### config.mk
export PLATFORM = sky130hd
export DESIGN_NAME = hdlc_rx_deframer
export DESIGN_NICKNAME = d
export VERILOG_FILES = /design/src/rtl/hdlc_pkg.sv /design/src/rtl/hdlc_rx_window.sv /design/src/rtl/hdlc_rx_deframer.sv
export SDC_FILE = /design/constraint.sdc
export NUM_CORES = 1
export LEC_CHECK = 0
export BUFFER_PORTS_ARGS = -buffer_cell sky130_fd_sc_hd__buf_4
export CORE_UTILIZATION = 45
export DETAILED_ROUTE_END_ITERATION = 10
export PLACE_DENSITY_LB_ADDON = 0.25
export REMOVE_ABC_BUFFERS = 1
export SLEW_MARGIN = 20
export SYNTH_ARGS = -nofsm -noshare
export SYNTH_HDL_FRONTEND = slang
export SYNTH_SLANG_ARGS = --single-unit
export TNS_END_PERCENT = 10
### constraint.sdc
create_clock -name clk -period 2.4 [get_ports clk]
set_input_delay 0.36 -clock clk [delete_from_list [all_inputs] [get_ports clk]]
set_output_delay 0.36 -clock clk [all_outputs]
set_load 0.01 [all_outputs]
### src/rtl/hdlc_pkg.sv
// Shared types and constants for the HDLC receive path: FSM state encoding,
// window length and the flag pattern generator.
package hdlc_pkg;

  typedef enum logic [1:0] {
    HUNT,
    SYNC,
    FRAME
  } state_t;

  localparam int DEF_RUN_LEN = 5;
  // Window length for the default run length: 0, RUN_LEN+1 ones, 0.
  localparam int L = DEF_RUN_LEN + 3;
  localparam int PAT_MAX = 32;

  function automatic int win_len(input int run_len);
    return run_len + (L - DEF_RUN_LEN);
  endfunction

  // Flag pattern with a zero at each end and RUN_LEN+1 ones between.
  function automatic logic [PAT_MAX-1:0] flag_pattern(input int run_len);
    logic [PAT_MAX-1:0] p;
    p = '0;
    for (int i = 1; i <= run_len + 1; i++) p[i] = 1'b1;
    return p;
  endfunction

endpackage

### src/rtl/hdlc_rx_window.sv
// Bit-level front end: ones-run tracking, stuffed-zero removal, abort detection
// and the tagged shift window that spots flags and releases delayed data bits.
module hdlc_rx_window
  import hdlc_pkg::*;
#(
  parameter int RUN_LEN = DEF_RUN_LEN
) (
  input  logic clk,
  input  logic reset,
  input  logic in_valid,
  input  logic in,
  output logic exit_val,
  output logic exit_valid,
  output logic flag_det,
  output logic disc,
  output logic abort_det
);

  localparam int WL = win_len(RUN_LEN);
  localparam int RW = $clog2(RUN_LEN + 3);
  localparam logic [WL-1:0] FLAG      = WL'(flag_pattern(RUN_LEN));
  localparam logic [RW-1:0] RUN_STUFF = RW'(RUN_LEN);
  localparam logic [RW-1:0] RUN_PRE   = RW'(RUN_LEN + 1);
  localparam logic [RW-1:0] RUN_ABORT = RW'(RUN_LEN + 2);

  logic [RW-1:0] ones_run;
  logic [WL-1:0] win_val;
  logic [WL-1:0] win_tag;
  logic [WL-1:0] win_next;
  logic          step;

  // NOTE: every always_comb output gets a value on every path, so no latches.
  always_comb begin
    disc       = in_valid && !in && (ones_run == RUN_STUFF);
    step       = in_valid && !disc;
    win_next   = {win_val[WL-2:0], in};
    flag_det   = step && (win_next == FLAG);
    exit_val   = win_val[WL-1];
    exit_valid = step && win_tag[WL-1];
    abort_det  = in_valid && in && (ones_run == RUN_PRE);
  end

  // NOTE: non-blocking assignments for all state so every register sees
  // pre-edge values of the others.
  always_ff @(posedge clk) begin
    if (reset) begin
      ones_run <= '0;
      // NOTE: the window is reset to all ones (not zero) so stale reset
      // contents can never complete a flag with the first received bits.
      win_val  <= '1;
      win_tag  <= '0;
    end else if (in_valid) begin
      if (!in) ones_run <= '0;
      else if (ones_run != RUN_ABORT) ones_run <= ones_run + 1'b1;
      if (step) begin
        win_val <= win_next;
        win_tag <= flag_det ? '0 : {win_tag[WL-2:0], 1'b1};
      end
    end
  end

endmodule

### src/rtl/hdlc_rx_deframer.sv
// HDLC receive deframer: frame state machine, LSB-first word assembler and
// per-frame length/alignment status on top of the bit-level window.
module hdlc_rx_deframer
  import hdlc_pkg::*;
#(
  parameter int RUN_LEN   = DEF_RUN_LEN,
  parameter int WORD_W    = 8,
  parameter int MIN_WORDS = 2,
  parameter int MAX_WORDS = 256
) (
  input  logic              clk,
  input  logic              reset,
  input  logic              in_valid,
  input  logic              in,
  output logic [WORD_W-1:0] out_data,
  output logic              out_valid,
  output logic              out_sof,
  output logic              flag,
  output logic              disc,
  output logic              eof,
  output logic              eof_ok,
  output logic              abort
);

  localparam int BW = $clog2(WORD_W);
  localparam int CW = $clog2(MAX_WORDS + 1);
  localparam logic [BW-1:0] BIT_LAST = BW'(WORD_W - 1);
  localparam logic [CW-1:0] WORD_MAX = CW'(MAX_WORDS);
  localparam logic [CW-1:0] WORD_MIN = CW'(MIN_WORDS);

  logic exit_val, exit_valid, flag_det, disc_det, abort_det;

  hdlc_rx_window #(.RUN_LEN(RUN_LEN)) u_window (
    .clk        (clk),
    .reset      (reset),
    .in_valid   (in_valid),
    .in         (in),
    .exit_val   (exit_val),
    .exit_valid (exit_valid),
    .flag_det   (flag_det),
    .disc       (disc_det),
    .abort_det  (abort_det)
  );

  state_t            state, state_n;
  logic [BW-1:0]     bit_cnt, bit_cnt_n;
  logic [CW-1:0]     word_cnt, word_cnt_n;
  logic [WORD_W-1:0] shreg, shreg_n;
  logic              take, word_done, oversize, emit, close;

  logic [WORD_W-1:0] out_data_n;
  logic              out_valid_n, out_sof_n, flag_n, disc_n, eof_n, eof_ok_n, abort_n;

  always_ff @(posedge clk) begin
    if (reset) begin
      state    <= HUNT;
      bit_cnt  <= '0;
      word_cnt <= '0;
      shreg    <= '0;
    end else begin
      state    <= state_n;
      bit_cnt  <= bit_cnt_n;
      word_cnt <= word_cnt_n;
      shreg    <= shreg_n;
    end
  end

  // Exiting data bit is assembled first; flag, oversize and abort then override.
  always_comb begin
    take       = exit_valid && !abort_det && (state != HUNT);
    word_done  = take && (bit_cnt == BIT_LAST);
    oversize   = word_done && (word_cnt == WORD_MAX);
    emit       = word_done && !oversize;
    close      = flag_det && !oversize && ((state == FRAME) || take);
    state_n    = state;
    bit_cnt_n  = bit_cnt;
    word_cnt_n = word_cnt;
    shreg_n    = shreg;
    if (take) begin
      shreg_n[bit_cnt] = exit_val;
      state_n          = FRAME;
      if (word_done) begin
        bit_cnt_n  = '0;
        word_cnt_n = word_cnt + 1'b1;
      end else begin
        bit_cnt_n = bit_cnt + 1'b1;
      end
    end
    if (oversize) begin
      state_n    = HUNT;
      bit_cnt_n  = '0;
      word_cnt_n = '0;
    end
    if (flag_det) begin
      state_n    = SYNC;
      bit_cnt_n  = '0;
      word_cnt_n = '0;
    end
    if (abort_det) begin
      state_n    = HUNT;
      bit_cnt_n  = '0;
      word_cnt_n = '0;
    end
  end

  always_comb begin
    out_data_n  = emit ? {exit_val, shreg[WORD_W-2:0]} : out_data;
    out_valid_n = emit;
    out_sof_n   = emit && (word_cnt == '0);
    flag_n      = flag_det;
    disc_n      = disc_det;
    abort_n     = abort_det && (state == FRAME);
    eof_n       = oversize || close;
    eof_ok_n    = close && (take ? word_done : (bit_cnt == '0))
                  && ((word_cnt + CW'(emit)) >= WORD_MIN);
  end

  always_ff @(posedge clk) begin
    if (reset) begin
      out_data  <= '0;
      out_valid <= 1'b0;
      out_sof   <= 1'b0;
      flag      <= 1'b0;
      disc      <= 1'b0;
      eof       <= 1'b0;
      eof_ok    <= 1'b0;
      abort     <= 1'b0;
    end else begin
      out_data  <= out_data_n;
      out_valid <= out_valid_n;
      out_sof   <= out_sof_n;
      flag      <= flag_n;
      disc      <= disc_n;
      eof       <= eof_n;
      eof_ok    <= eof_ok_n;
      abort     <= abort_n;
    end
  end

endmodule

==> results of run 1 <==
-- sequential cells by signal (all words and copies together) (netlist names), 2 cells and up --
| signal | count |
|---|---|
| state | 2 |
| out_data | 8 |
| u_window.win_val | 8 |
| u_window.win_tag | 8 |
| word_cnt | 9 |
| bit_cnt | 3 |
| shreg | 7 |
| u_window.ones_run | 3 |
-- power by group through the flow --
| stage | Clock, uW | Combinational [uW] | Sequential (uW) |
|---|---|---|---|
| 4_1_cts | 543 | 69.2 | 938 |
| 2_1_floorplan | 0 | 39.1 | 955 |
| 3_5_place_dp | 0 | 68.8 | 959 |
| 6_report | 524 | 67.5 | 938 |
| 5_1_grt | 573 | 76.0 | 940 |
| 3_3_place_gp | 0 | 67.4 | 958 |
-- stage by stage --
stage / setup WS (ps) / instance area [um2] / utilization, % / power [uW]
finish: 86.2 / 2940 / 53.4 / 1530
global route: -13.2 / 2940 / 53.4 / 1590
CTS: 26.3 / 2910 / 52.9 / 1550
detailed placement: -32.3 / 2830 / 51.3 / 1030
global placement: 122 / 2830 / 51.3 / 1030
floorplan: -184 / 2470 / - / 994
-- cells in the mapped netlist, drive strengths merged, types with 3 or more instances --
| library cell | n |
|---|---|
| nand2 | 27 |
| and2 | 3 |
| ha | 11 |
| nand3b | 9 |
| nand4 | 4 |
| nor3b | 4 |
| buf | 7 |
| a22oi | 8 |
| o21ai | 7 |
| mux2i | 16 |
| nor4 | 8 |
| nor3 | 10 |
| xnor2 | 4 |
| dfxtp | 55 |
| clkbuf | 8 |
| nand3 | 7 |
| or3 | 6 |
| and3 | 3 |
| inv | 8 |
| nor2 | 37 |
| nor4b | 3 |
| a21oi | 14 |
-- repair_timing --
action	CTS	global route
resized for setup	0	4
setup endpoints to repair	1	1
buffers inserted	0	2
pin swaps	1	3
-- critical path: stages (launching register included) --
cell and delay (ps):
dfxtp_1 330, inv_2 60, ha_2 170, nor4b_4 240
nand4b_1 190, nand4_2 120, inv_1 60, ha_2 180
or3_1 300, nand2_1 70, a31oi_1 80, nor4_1 290
a2111oi_2 90
-- worst max-delay path by stage --
stage,startpoint,endpoint,slack (ps),cells past startpoint
final,word_cnt[0]$_SDFFE_PP0P_,eof_ok$_SDFF_PP0_,90,12
after global routing,word_cnt[0]$_SDFFE_PP0P_,eof_ok$_SDFF_PP0_,-10,12
after CTS,word_cnt[0]$_SDFFE_PP0P_,eof_ok$_SDFF_PP0_,30,12
after detailed placement,word_cnt[0]$_SDFFE_PP0P_,eof_ok$_SDFF_PP0_,-30,12
after global placement,word_cnt[0]$_SDFFE_PP0P_,eof_ok$_SDFF_PP0_,120,12
after floorplan,word_cnt[0]$_SDFFE_PP0P_,eof_ok$_SDFF_PP0_,-180,12
-- kinds of logic (layout without fill, tap and decap cells) --
group / Yosys count / count (layout) / share of synthesized area (%)
mux: 17 / 17 / 6.68
compound gates: 33 / 33 / 7.95
flops: 55 / 55 / 42.9
simple gates: 129 / 129 / 30.9
xor+xnor: 4 / 4 / 1.37
fa+ha+maj: 11 / 11 / 5.37
buf+inv: 23 / 53 / 4.78
-- final cells by class --
cell class / count / area, um2
clock buffers: 6 / 72.6
well taps: 72 / 90.1
clock inverters: 2 / 16.3
inverters: 8 / 30.0
fillers: 520 / 2560
repair buffers: 37 / 278
flip-flops and latches: 55 / 1100
multi-input cells: 194 / 1360
-- layer usage --
metal / track usage, % / part of all wire, %
met3: 2.59 / 3.4
met5: 0 / 0
met2: 29.5 / 48
met1: 20.3 / 47
met4: 8.30 / 1.7
==> qor.yml, run 1 <==
status:
  outcome: "finished, final reports clean"
pwr:
  switching_power_uw: 369
  leakage_uw: 0.00127
  power_frac_seq_pct: 61.3
  vdd_drop_max_mv: 0.408
  clockPowerShare_pct: 34.3
  powerDensity_mw_per_mm2: 520
  p_sw_share_pct: 24.1
  combPwrFrac_pct: 4.4
  intPower_uw: 1160
global_route:
  grt_pass1_vias: 1855
  grt_pass1_wl_mm: 8.20
  grt.overflow.total: 0
  track_usage_pct: 17.0
  antenna_found_initial: 0
  grt_start_max_net_pins: 44
drt:
  wl_per_cell_um: 12.8
  drt_iter0_markers: 93
  firstDrtPassIters: 4
  vias_per_cell: 5.32
  drc: 0
  vias: 1991
  ant_nets: 0
  routed_wl_mm: 4.78
placed_design:
  dp.cells: 364
  place_congestion: 0.847
  port_buffers: 18
  hpwl_mm: 3.21
setup_path:
  critPathCaptureType: "register"
  rr_startpoint: "word_cnt[0]$_SDFFE_PP0P_"
  r2r_slack_ps: 90
  cp_max_fo: 4
  start_kind: "register"
  critical_path_class: "reg -> reg"
  r2r-end: "eof_ok$_SDFF_PP0_"
  cp.required_ps: 2590
  critPathArrivalTime_ps: 2510
  reg2regPathDepth: 12
timing:
  final.min_clock_period_ps: 2310
  finalHoldViolCount: 0
  worst_slew_pin_slew_ps: 422
  slew_violations: 0
  fmax_mhz: 432
  fin_setup_tns_ps: 0
  hold-worst-slack_ps: 324
  setup_viol: 0
  max_slew_margin_pct: 71.8
  skew_ps: 4.27
  min_period_over_period_pct: 96.4
floorplanning:
  die-area_mm2: 0.00601
  core_mm2: 0.00551
  die_h_um: 77.5
  rows: 27
  ios: 19
  die_x_um: 77.5
  start_util_pct: 46.6
clock_tree:
  cts_tree: "done"
  insertion_delay_ps: 310
  h-tree-depth: 2
  clock-sinks: 55
  clk_path_buf_depth: 2
  cts-buffers-inserted: 5
  hold_buffers: 0
  clk_pin_slew_worst_paths_ps: 100
  root_buffer: "clkbuf_8"
final_layout:
  antenna_cells: 0
  instances_no_fill: 374
  final_common_cell: "dfxtp_1"
  final_cell_mix: "55 x dfxtp_1, 37 x buf_4, 36 x nor2_1, 26 x nand2_1, 16 x mux2i_1"
  nets: 316
  drive_gt1_share_pct: 22.2
  area_growth_pct: 14.7
logic_synthesis:
  netlist_area_mm2: 0.00256
  ys_seq_elements: 55
  synth-edff-count: 0
  yosysWarnings: 0
  synthCells: 272
  synthTopCellsByArea: "dfxtp_1 43%, mux2i_1 6.2%, ha_1 5.4%, nor2_1 5.3%, nand2_1 3.8%"
  synth_cell_types: 47
  synth_top_cell_by_area: "dfxtp_1"
  ys_seq_area_share_pct: 42.9
  syn_avg_cell_area_um2: 9.43
  netlist.area_leader.share_pct: 42.9
  ys_async_sr_fraction_pct: 0
  yosys_most_used_dff: "dfxtp_1"
worst_hold_path:
  whs_endpoint: "u_window.win_val[0]$_SDFFE_PP1P_"
  whs_path_depth: 2
  worstHoldPathType: "in -> reg"
  hold_start: "in"
flow_run:
  maxCapViolCount: 0
Power figures use the tool's default switching activity.
==> run 2, diff against run 1 <==
CAP_MARGIN = 20   (was unset)
CELL_PAD_IN_SITES_DETAIL_PLACEMENT = 2   (was unset)
CELL_PAD_IN_SITES_GLOBAL_PLACEMENT = 2   (was unset)
CORE_UTILIZATION = 34   (was 45)
==> run 2 against run 1 <==
Effect of this change: final area increased by 4.4%; fmax is 1.9% lower; final cell count up 7.8%; largest cell class unchanged; global-route usage grew 1.1 points; via count up 3.5%; wire length rose by 40%; die area is 31% higher.
==> qor.yml, run 2 (same netlist as run 1, synthesis figures left out) <==
status:
  outcome: "finished, final reports clean"
pwr:
  fin_total_pwr_uw: 1550  # +1.5%
  vdd_drop_max_mv: 0.230  # -44%
  leakage_uw: 0.00131  # +2.9%
  powerDensity_mw_per_mm2: 505  # -2.8%
clock_tree:
  clock-sinks: 55  # unchanged
  root_buffer: "clkbuf_8"
  insertion_delay_ps: 320  # about the same
  hold_buffers: 0  # unchanged
  clk_pin_slew_worst_paths_ps: 100  # about the same
  clk_path_buf_depth: 2  # unchanged
  h-tree-depth: 2  # unchanged
  cts_tree: "done"
  cts-buffers-inserted: 5  # unchanged
setup_path:
  critPathArrivalTime_ps: 2550  # +40 ps
  start_kind: "register"
  cp_max_fo: 2  # -2
  cp.required_ps: 2590  # about the same
  critical_path_class: "reg -> reg"
  critPathCaptureType: "register"
drt:
  ant_nets: 0  # unchanged
  vias_per_cell: 5.11  # -4.0%
  vias: 2060  # +3.5%
  wl_per_cell_um: 16.6  # +30%
  drt_iter0_markers: 53  # -43%
  firstDrtPassIters: 6  # +2
  drc: 0  # unchanged
  routed_wl_mm: 6.70  # +40%
flow_run:
  maxCapViolCount: 0  # unchanged
global_route:
  grt_use_met2_pct: 32.1  # +2.6 points
  track_usage_pct: 18.1  # +1.1 points
  antenna_found_initial: 0  # unchanged
  grt.overflow.total: 0  # unchanged
  met1_usage_pct: 22.3  # +2.0 points
  grt-busiest-layer: "met2"
  grt_start_max_net_pins: 44  # unchanged
  grt_pass1_wl_mm: 10.8  # +32%
  met3_usage_pct: 3.36  # +0.77 points
  grt_pass1_vias: 2164  # +17%
timing:
  skew_ps: 4.28  # +0.00894 ps
  final.min_clock_period_ps: 2360  # +44.7 ps
  finalHoldViolCount: 0  # unchanged
  max_slew_margin_pct: 67.0  # -4.7 points
  fmax_mhz: 424  # -1.9%
  setup_viol: 0  # unchanged
  min_period_over_period_pct: 98.3  # +1.9 points
  fin_setup_tns_ps: 0  # unchanged
  worst_slew_pin_slew_ps: 489  # +67.2 ps
  slew_violations: 0  # unchanged
floorplanning:
  rows: 31  # +15%
  die-area_mm2: 0.00790  # +31%
  ios: 19  # unchanged
  core_mm2: 0.00725  # +32%
  die_h_um: 88.9  # +15%
  start_util_pct: 35.4  # -11 points
  die_x_um: 88.9  # +15%
final_layout:
  antenna_cells: 0  # unchanged
  n_fill_cell: 816  # +57%
  area_growth_pct: 19.8
  final_common_cell: "dfxtp_1"
  nets: 318  # +0.63%
  final_cell_mix: "53 x dfxtp_1, 38 x buf_4, 36 x nor2_1, 25 x nand2_1, 16 x mux2i_1"
  drive_gt1_share_pct: 26.3  # +4.1 points
  top_register: "word_cnt"
  largest_register_ffs: 9  # unchanged
worst_hold_path:
  worstHoldPathType: "in -> reg"
placed_design:
  place_congestion: 0.716  # -16%
  port_buffers: 18  # unchanged
  hpwl_mm: 4.55  # +42%
-- run 2: changes by cell type in the layout (fill, tap and decap cells not counted), sizes merged --
cell      delta
inv          +1
buf          +2
clkinvlp     -1
clkinv       +1
clkbuf       -1
-- run 2: stage by stage --
stage | instances | util (%) | hold slack, ps | area, um2 | setup slack [ps]
final | 403 | 42.4 | 325 | 3070 | 41.6
after global routing | 403 | 42.4 | 332 | 3070 | -61.5
after global placement | 392 | 39.7 | 453 | 2880 | 99.2
after CTS | 401 | 41.2 | 317 | 2990 | 11.4
after floorplan | 257 | - | 429 | 2470 | -184
after detailed placement | 392 | 39.7 | 481 | 2880 | -75.3
-- run 2: area by class of cell --
class / count / area, um2 / area share (%)
clock inverter: 3 / 22.5 / 0.733
clock buffer: 5 / 68.8 / 2.24
sequential: 55 / 1100 / 35.9
multi-input combinational: 194 / 1420 / 46.2
timing repair buffer: 39 / 305 / 9.93
inverter: 8 / 30.0 / 0.977
tap: 99 / 124 / 4.03
-- run 2: final timing paths --
kind / start / to / slack [ps] / cells after the start
min reg2reg: u_window.win_val[2]$_SDFFE_PP1P_ / u_window.win_val[3]$_SDFFE_PP1P_ / 500 / 2
max reg2reg: word_cnt[0]$_SDFFE_PP0P_ / eof_ok$_SDFF_PP0_ / 40 / 12
min: in / u_window.win_val[0]$_SDFFE_PP1P_ / 320 / 2
max: word_cnt[0]$_SDFFE_PP0P_ / eof_ok$_SDFF_PP0_ / 40 / 12
-- run 2: power breakdown --
part,internal (uW),total [uW],switching (uW),leakage [uW]
Clock,212,544,331,0.0000489
Combinational,25.1,71.5,46.4,0.000813
Sequential,926,938,12.1,0.000446
Total,1160,1550,390,0.00131
-- run 2: metal layers --
layer	routed length, um	vias up	part of all wire, %
met5	0	-	0
li1	-	1009	-
met2	3530	17	53
met4	61	0	0.91
met3	130	8	1.9
met1	2980	1026	44
-- run 2: what timing repair did --
item	in CTS	in global routing
pin swaps	2	6
setup endpoints to repair	1	1
resized for setup	1	16
setup buffers	1	2
gates cloned	0	0
-- run 2: worst max-delay path, cell delays in order, from the launching register on --
cell	delay [ps]
dfxtp_2	350
inv_2	70
ha_2	170
nor4b_4	230
nand4b_1	180
nand4_2	120
inv_2	70
ha_4	160
or3_4	330
nand2_2	100
a31oi_4	100
nor4_4	300
a2111oi_2	60
==> run 3, diff against run 2 <==
clock period = 1.9 ns   (was 2.4 ns; I/O delays follow)
==> run 3 against run 2 <==
Effect of this change: the flow now finishes with violations (negative setup slack); first-iteration DRC count rose by 7.5%; sequential power rose by 26%; final area rose by 9.9%; clock power rose by 26%; non-clock buffer count rose by 30; register-to-register slack got worse by 260 ps; critical path type unchanged; largest power group unchanged.
==> qor.yml, run 3 (same netlist as run 1, synthesis figures left out) <==
status:
  outcome: "complete, but fails checks"
  violations: "negative setup slack"
drt:
  ant_nets: 0  # unchanged
  drt_iter0_markers: 57  # +7.5%
  vias: 2218  # +7.7%
  firstDrtPassIters: 4  # -2
  drc: 0  # unchanged
  vias_per_cell: 5.12  # +0.21%
  routed_wl_mm: 7.43  # +11%
  wl_per_cell_um: 17.2  # +3.2%
placed_design:
  dpl-instance-area_mm2: 0.00307  # +6.6%
  port_buffers: 18  # unchanged
  dp_slack_ps: -463  # -388 ps
  place_congestion: 0.801  # +12%
  hpwl_mm: 4.97  # +9.3%
final_layout:
  area_growth_pct: 31.7
  finalInstanceArea_mm2: 0.00338  # +9.9%
  n_fill_cell: 798  # -2.2%
  final_cell_mix: "66 x buf_4, 51 x dfxtp_1, 36 x nor2_1, 26 x nand2_1, 16 x mux2i_1"
  top_register: "word_cnt"
  largest_register_ffs: 9  # unchanged
  utilization_pct: 46.6  # +4.2 points
  nets: 348  # +9.4%
  drive_gt1_share_pct: 36.5  # +10 points
  final_common_cell: "buf_4"
  antenna_cells: 0  # unchanged
clock_tree:
  clock-sinks: 55  # unchanged
  h-tree-depth: 2  # unchanged
  root_buffer: "clkbuf_8"
  clk_pin_slew_worst_paths_ps: 110  # about the same
  clk_path_buf_depth: 2  # unchanged
  hold_buffers: 0  # unchanged
  cts-buffers-inserted: 5  # unchanged
  insertion_delay_ps: 310  # about the same
  cts_tree: "done"
floorplanning:
  rows: 31  # unchanged
  die_x_um: 88.9  # unchanged
  die-area_mm2: 0.00790  # unchanged
  die_h_um: 88.9  # unchanged
  core_mm2: 0.00725  # unchanged
  start_util_pct: 35.4  # unchanged
  ios: 19  # unchanged
global_route:
  grt_use_met2_pct: 36.5  # +4.4 points
  met3_usage_pct: 3.36  # unchanged
  grt_pass1_vias: 2349  # +8.5%
  grt_start_max_net_pins: 34  # -23%
  grt-busiest-layer: "met2"
  met1_usage_pct: 26.4  # +4.1 points
  grt_pass1_wl_mm: 12.2  # +13%
  antenna_found_initial: 0  # unchanged
  track_usage_pct: 20.6  # +2.6 points
  grt.overflow.total: 0  # unchanged
flow_run:
  maxCapViolCount: 0  # unchanged
setup_path:
  r2r-end: "eof_ok$_SDFF_PP0_"
  start_kind: "register"
  crit_start: "word_cnt[0]$_SDFFE_PP0P_"
  cp.required_ps: 2090  # -500 ps
  critical_path_class: "reg -> reg"
  cp_max_fo: 2  # unchanged
  reg2regPathDepth: 12  # unchanged
  r2r_slack_ps: -220  # -260 ps
  rr_startpoint: "word_cnt[0]$_SDFFE_PP0P_"
  critPathArrivalTime_ps: 2320  # -230 ps
  critPathCaptureType: "register"
pwr:
  clockPowerShare_pct: 34.7  # -0.3 points
  leakage_uw: 0.00146  # +11%
  intPower_uw: 1480  # +27%
  p_sw_share_pct: 25.2  # +0.080 points
  fin_total_pwr_uw: 1980  # +28%
  switching_power_uw: 499  # +28%
  powerDensity_mw_per_mm2: 586  # +16%
  power_frac_seq_pct: 59.8  # -0.6 points
  combPwrFrac_pct: 5.5  # +0.9 points
  vdd_drop_max_mv: 0.288  # +26%
timing:
  min_period_over_period_pct: 112  # +13 points
  max_slew_margin_pct: 73.3  # +6.3 points
  setup_viol: 5  # +5
  finalHoldViolCount: 0  # unchanged
  final.min_clock_period_ps: 2120  # -235 ps
  worst_slew_pin_slew_ps: 396  # -92.9 ps
  fmax_mhz: 471  # +11%
  rsz0062_at_grt: "yes"
  slew_violations: 0  # unchanged
  skew_ps: 7.02  # +2.75 ps
  layout_setup_ws_ps: -223  # -265 ps
worst_hold_path:
  whs_endpoint: "u_window.win_tag[1]$_SDFFE_PP0P_"
  worstHoldPathType: "in -> reg"
  whs_path_depth: 2  # unchanged
  hold_start: "reset"
run 3: cell types whose count changed in the layout (fill, tap and decap cells not counted), moves of 3 or more:
| cell | delta |
|---|---|
| and2_1 | -3 |
| nor4_2 | -4 |
| buf_6 | +3 |
| and2_4 | +3 |
| nor4_4 | +3 |
| buf_4 | +28 |
run 3: power groups by stage:
stage	registers [uW]	logic, uW	clock network (uW)
final	1180	108	688
after global routing	1190	121	763
after CTS	1180	110	720
after detailed placement	1210	109	0
after global placement	1210	103	0
after floorplan	1210	49.4	0
run 3: how the worst max path moves through the flow:
stage	depth (start not counted)	end	slack, ps
global placement	12	eof_ok$_SDFF_PP0_	-360
global route	13	eof_ok$_SDFF_PP0_	-380
floorplan	12	eof_ok$_SDFF_PP0_	-680
CTS	12	eof_ok$_SDFF_PP0_	-160
finish	12	eof_ok$_SDFF_PP0_	-220
detailed placement	12	eof_ok$_SDFF_PP0_	-460
run 3: metrics by stage:
step | setup TNS, ps | cells | hold WS [ps]
final | -336 | 433 | 228
after global routing | -1270 | 433 | 215
after CTS | -452 | 435 | 215
after detailed placement | -1460 | 419 | 487
after global placement | -702 | 419 | 474
after floorplan | -6950 | 257 | 354
run 3: layout make-up:
type                       count  area (um2)  area share, %
clock inverter                 3        22.5          0.667
inverter                       8        30.0          0.889
multi-input combinational    194        1500           44.3
sequential                    55        1110           32.7
tap                           99         124           3.67
timing repair buffer          69         529           15.7
clock buffer                   5        68.8           2.04
run 3: worst max-delay path, cell delays in order, from the launching register on:
cell and delay [ps]:
dfxtp_2 340, inv_2 70, ha_4 120, nor4b_4 210, nand4b_1 180, nand4_2 130
inv_2 60, ha_4 150, or3_1 310, nand2_1 70, a31oi_1 90, nor4_2 200
a2111oi_2 70
run 3: timing repair:
item,CTS,global route
gates resized for setup,34,9
setup endpoints to repair,14,21
pin swaps,15,7
setup buffers,10,1
run 3: layer usage:
layer | part of all wire (%) | routed length, um
met2 | 52 | 3840
met5 | 0 | 0
met4 | 0.67 | 50
met3 | 1.8 | 130
met1 | 46 | 3410
